`src/rtl/rijndael_pkg.sv`:
```
// Shared Rijndael helpers: state-byte type, ShiftRows offset table and the
// InvShiftRows read-address function used by the byte-serial stage.
package rijndael_pkg;

    typedef logic [7:0] byte_t;

    // Row offsets are {0,1,2,3} for 4- and 6-column states, {0,1,3,4} for 8 columns.
    function automatic int unsigned shiftrows_offset(input int unsigned nb, input int unsigned row);
        int unsigned off;
        off = row;
        if (nb == 8 && row >= 2) off = row + 1;
        return off;
    endfunction

    // Source column is (col - offset) mod nb, formed as col + nb - offset so it never goes negative.
    function automatic int unsigned inv_shiftrows_addr(input int unsigned nb, input int unsigned row,
                                                       input int unsigned col);
        int unsigned src;
        src = col + nb - shiftrows_offset(nb, row);
        if (src >= nb) src = src - nb;
        return 4 * src + row;
    endfunction

endpackage

```
`src/rtl/rijndael_inv_shiftrows_stream.sv`:
```
// Byte-serial InvShiftRows stage: ping-pong state banks, one byte per cycle in
// and out over valid/ready, column-major byte order on both ports.
module rijndael_inv_shiftrows_stream
    import rijndael_pkg::*;
#(
    parameter int NB = 4
) (
    input  logic       clk,
    input  logic       rst,
    input  logic [7:0] in_byte,
    input  logic       in_valid,
    output logic       in_ready,
    output logic [7:0] out_byte,
    output logic       out_valid,
    input  logic       out_ready
);

    localparam int STATE_BYTES = 4 * NB;
    localparam int ADDR_W      = $clog2(STATE_BYTES);
    localparam int COL_W       = $clog2(NB);

    if (NB != 4 && NB != 6 && NB != 8) begin : g_bad_nb
        $error("rijndael_inv_shiftrows_stream: NB must be 4, 6 or 8");
    end

    byte_t              bank [2][STATE_BYTES];
    logic [1:0]         full;
    logic               wr_bank;
    logic               rd_bank;
    logic [ADDR_W-1:0]  wr_cnt;
    logic [COL_W-1:0]   rd_col;
    logic [1:0]         rd_row;
    logic [ADDR_W-1:0]  rd_addr;
    logic               wr_fire;
    logic               wr_last;
    logic               rd_fire;
    logic               rd_last;

    // Handshake outputs depend on registered state only.
    assign in_ready  = !full[wr_bank];
    assign out_valid = full[rd_bank];

    assign wr_fire = in_valid && in_ready;
    assign wr_last = (wr_cnt == ADDR_W'(STATE_BYTES - 1));
    assign rd_fire = out_valid && out_ready;
    assign rd_last = (rd_col == COL_W'(NB - 1)) && (rd_row == 2'd3);

    assign rd_addr  = ADDR_W'(inv_shiftrows_addr(NB, 32'(rd_row), 32'(rd_col)));
    assign out_byte = out_valid ? bank[rd_bank][rd_addr] : 8'h00;

    // NOTE: bank storage carries no reset; the full flags alone decide what is valid,
    // so stale bytes are never observed and the array maps onto plain registers/RAM.
    always_ff @(posedge clk) begin
        if (wr_fire) bank[wr_bank][wr_cnt] <= in_byte;
    end

    // Write-complete and read-complete always target different banks, so both
    // flag updates can land on the same edge.
    always_ff @(posedge clk) begin
        if (rst) begin
            full    <= 2'b00;
            wr_bank <= 1'b0;
            rd_bank <= 1'b0;
            wr_cnt  <= '0;
            rd_col  <= '0;
            rd_row  <= 2'd0;
        end else begin
            if (wr_fire) begin
                if (wr_last) begin
                    full[wr_bank] <= 1'b1;
                    wr_cnt        <= '0;
                    wr_bank       <= !wr_bank;
                end else begin
                    wr_cnt <= wr_cnt + 1'b1;
                end
            end
            if (rd_fire) begin
                rd_row <= rd_row + 2'd1;
                if (rd_row == 2'd3) begin
                    if (rd_last) begin
                        full[rd_bank] <= 1'b0;
                        rd_col        <= '0;
                        rd_bank       <= !rd_bank;
                    end else begin
                        rd_col <= rd_col + 1'b1;
                    end
                end
            end
        end
    end

endmodule

```
`config.mk`:
```
export PLATFORM = sky130hd
export DESIGN_NAME = rijndael_inv_shiftrows_stream
export DESIGN_NICKNAME = d
export VERILOG_FILES = /design/src/rtl/rijndael_pkg.sv /design/src/rtl/rijndael_inv_shiftrows_stream.sv
export SDC_FILE = /design/constraint.sdc
export NUM_CORES = 1
export LEC_CHECK = 0
export CAP_MARGIN = 25
export CORE_MARGIN = 4
export CORE_UTILIZATION = 56
export DETAILED_ROUTE_END_ITERATION = 8
export GPL_ROUTABILITY_DRIVEN = 0
export HOLD_SLACK_MARGIN = 0.03
export PLACE_DENSITY_LB_ADDON = 0.15
export SETUP_SLACK_MARGIN = 0.4
export SLEW_MARGIN = 20
export SYNTH_ARGS = -nofsm -noshare
export SYNTH_HDL_FRONTEND = slang
export SYNTH_SLANG_ARGS = --single-unit
```
`constraint.sdc`:
```
create_clock -name clk -period 2.28 [get_ports clk]
set_input_delay 0.57 -clock clk [delete_from_list [all_inputs] [get_ports clk]]
set_output_delay 0.57 -clock clk [all_outputs]
set_load 0.05 [all_outputs]
```
==> results.yml <==
placed_design:
  detailedPlace.worstSlack_ns: -0.393
  placement.cell_area_sq_um: 12000
  hpwl_um: 14500
  number_of_buffer_cells_added_on_primary_ports: 21
clock_network:
  holdBufCountCts: 0
  cts_sinks: 269
  cts_tree: "done"
  clk_root_buffer_cell: "sky130_fd_sc_hd__clkbuf_16"
  clock_insertion_delay_worst_skew_ns: 0.53
  cts-htree-levels: 1
  clkTransAtPathRegs_ns: 0.07
  max-clock-path-buffers: 3
  tritoncts.num_buffers: 27
routing:
  routed-via-count: 5540
  drt-total-wl_um: 23000
  first_iter_violations: 493
  detail_route.vias_per_cell: 6.16
  firstDrtPassIters: 5
  drc_errors: 0
  antenna_violating_nets_post_route: 0
  wl_per_cell_um: 25.5
yosys:
  ys_warn_count: 0
  synth_area_sq_um: 10700
  ys_ff_latch: 269
  seq_area_frac_synth_pct: 74.5
  synth_flop_cell: "sky130_fd_sc_hd__edfxtp_1"
  synth.distinct_cells: 41
  number_of_flops_mapped_to_enable_cells_by_yosys: 256
  syn_area_per_cell_sq_um: 20.2
  synth_nets: 546
  synth-async-reset-ratio_pct: 0
  netlist_instances: 527
pwr:
  p_sw_mw: 1.94
  power_report.internal_total_mw: 7.68
  power.sequential.fraction_pct: 56.5
  total_leakage_power_nw: 4.25
  share_comb_of_total_power_pct: 2.4
  share_clk_of_total_power_pct: 41.1
  sw_frac_of_total_pct: 20.2
  power_density_relative_to_cell_area_nw_per_um2: 717
  total_power_mw: 9.63
  ir_worst_vdd_mv: 0.575
timing:
  finalCriticalPeriod_ns: 3.20
  slew_violations: 0
  final_hold_violation_count: 0
  final.setup_skew_ns: 0.0108
  slew_headroom_pct: 67.8
  finalCritPeriodShare_pct: 140
  tightest_slew_ns: 0.481
  min_setup_slack_post_route_ns: -0.916
  maxClockFrequency_ghz: 0.313
  rsz0062_at_grt: "yes"
  report.final.setup_viol: 8
critical_path:
  timing.setup.critical_path_class: "flip-flop to output port"
  worst_ep_arrival_time_ns: 2.63
  setup.worst_path.start_class: "flip-flop"
  required_ns: 1.71
  critical_path.most_common_cell: "sky130_fd_sc_hd__buf_12"
  worstSetupEndpointType: "output port"
  cp_max_fo: 7
  critPathMaxStageDelay_ns: 0.51
  cp_cell_sequence: "buf_6 -> buf_12 -> mux4_2 -> o311ai_2 -> o22ai_1 -> a211o_2 -> buf_12"
  slowest_stage: "sky130_fd_sc_hd__mux4_2"
grt:
  grt_antenna_before_repair: 0
  grt_use_total_pct: 21.8
  largest_net_degree_at_the_start_of_global_routing: 33
  globalRoute.totalOverflow: 0
  wire_length_of_the_first_global_routing_pass_um: 35400
  first_global_vias: 5746
run_status:
  status: "complete, but fails checks"
  failed_checks: "setup timing"
flow_run:
  cap_violations: 0
layout:
  final_nets: 665
  post_route_standard_cell_area_excluding_fillers_sq_um: 13400
  area_growth_syn_to_layout_pct: 25.8
  number_of_antenna_cells_inserted: 0
  fraction_of_final_layout_cells_sized_beyond_drive_strength_1_pct: 42.8
floorplanning:
  placement_rows: 50
  coreArea_sq_um: 18700
  die_w_um: 146
  die-area_sq_um: 21300
  effective_utilization_at_floorplan_pct: 57.0
  num_io_pins: 22
  dieHeight_um: 146
min_path:
  hp-class: "flip-flop to flip-flop"
==> cell usage after synthesis, types with 2 or more instances <==
master                     number  area (sq um)
sky130_fd_sc_hd__ha_1           7          87.6
sky130_fd_sc_hd__and2_1         3          18.8
sky130_fd_sc_hd__nor2b_1        2          12.5
sky130_fd_sc_hd__or3_1         16           100
sky130_fd_sc_hd__xnor2_1        3          26.3
sky130_fd_sc_hd__o21ai_0        2          10.0
sky130_fd_sc_hd__clkbuf_1      13          48.8
sky130_fd_sc_hd__mux2i_1        5          50.1
sky130_fd_sc_hd__o221a_2        2          22.5
sky130_fd_sc_hd__o211ai_1      14           105
sky130_fd_sc_hd__mux4_1         5           131
sky130_fd_sc_hd__nand3b_1       2          15.0
sky130_fd_sc_hd__nand3_1        4          20.0
sky130_fd_sc_hd__buf_2          5          25.0
sky130_fd_sc_hd__a211oi_1       2          15.0
sky130_fd_sc_hd__buf_6          4          45.0
sky130_fd_sc_hd__dfxtp_1       13           260
sky130_fd_sc_hd__nor3_1         4          20.0
sky130_fd_sc_hd__inv_1          7          26.3
sky130_fd_sc_hd__xor2_1         3          26.3
sky130_fd_sc_hd__mux4_2        64          1440
sky130_fd_sc_hd__a21oi_1       14          70.1
sky130_fd_sc_hd__buf_4          2          15.0
sky130_fd_sc_hd__edfxtp_1     256          7690
sky130_fd_sc_hd__a221oi_1       2          17.5
sky130_fd_sc_hd__nor2_1        46           173
sky130_fd_sc_hd__o311ai_1       2          17.5
sky130_fd_sc_hd__or2_2          2          12.5
sky130_fd_sc_hd__nand2_1       11          41.3
==> timing repair <==
item / 4_1_cts / 5_1_grt
cloned: 2 / 0
buffers inserted: 20 / 13
gates resized for setup: 30 / 8
setup endpoints to repair: 39 / 219
pin swaps: 28 / 27
==> layer usage <==
metal / vias to the layer above / GRT usage [%] / share of wire, %
li1: 2426 / - / -
met1: 2907 / 33.4 / 44
met2: 172 / 33.9 / 48
met3: 35 / 3.23 / 5.9
met4: 0 / 5.32 / 2.1
met5: - / 0 / 0
==> state kept, by name (all words and copies together), names as in the netlist, named ones only <==
| name | cells |
|---|---|
| bank | 256 |
| full | 2 |
| rd_bank | 1 |
| rd_col | 2 |
| rd_row | 2 |
| wr_bank | 1 |
| wr_cnt | 4 |
==> cell families after synthesis <==
kind of cell	share of synthesized area, %
muxes	15.4
and+or+nand+nor	4.18
DFF	74.5
AOI/OAI and AO/OA	2.62
xor gates and xnor gates	0.716
adders and majority gates	0.821
buffers and inverters	1.72
==> layout by cell type (no fill, tap or decap), drive strengths merged, types with 13 or more instances in the layout <==
cell type,instances
edfxtp,256
buf,104
mux4,69
nor2,46
clkbuf,32
or3,16
clkinv,16
o211ai,14
a21oi,14
dfxtp,13
==> stage by stage <==
| step | std cells | util, % | setup TNS [ns] | hold slack [ns] |
|---|---|---|---|---|
| 2_1_floorplan | 527 | - | -0.658 | 0.462 |
| 5_1_grt | 900 | 71.8 | -7.65 | 0.643 |
| 3_3_place_gp | 816 | 64.3 | -2.83 | 0.556 |
| 4_1_cts | 887 | 70.6 | -7.37 | 0.600 |
| 3_5_place_dp | 816 | 64.3 | -2.98 | 0.582 |
| 6_report | 900 | 71.8 | -7.14 | 0.607 |
==> power groups by stage <==
stage	Combinational, mW	Sequential, mW	Clock (mW)
6_report	0.232	5.44	3.96
5_1_grt	0.248	5.44	4.26
4_1_cts	0.224	5.44	4.02
3_5_place_dp	0.216	5.54	0
3_3_place_gp	0.204	5.54	0
2_1_floorplan	0.0823	5.54	0
==> path summary, 6_finish.rpt <==
path | startpoint | end | slack [ns] | cells after the start
hold reg to reg | rd_col[0] | rd_col[0] | 0.61 | 3
setup / recovery | flip-flop | out_byte[5] | -0.92 | 7
setup reg to reg | wr_bank | bank[1][52] | 0.38 | 6
hold / removal | rd_col[0] | rd_col[0] | 0.61 | 3
==> worst max-delay path: cells and delay by family (launching register included) <==
family / cells / cell delay, ns
compound gates: 3 / 0.77
buf+inv: 3 / 0.42
mux: 1 / 0.51
flops: 1 / 0.39
==> final cells by class <==
class	count	area, sq um
sequential	269	7960
fill	1096	5280
multi-input combinational	225	3020
timing repair buffer	115	1320
clock buffer	32	694
tap	234	293
clock inverter	17	93.8
inverter	8	37.5
Note: power is estimated with default switching activity, not from simulation.
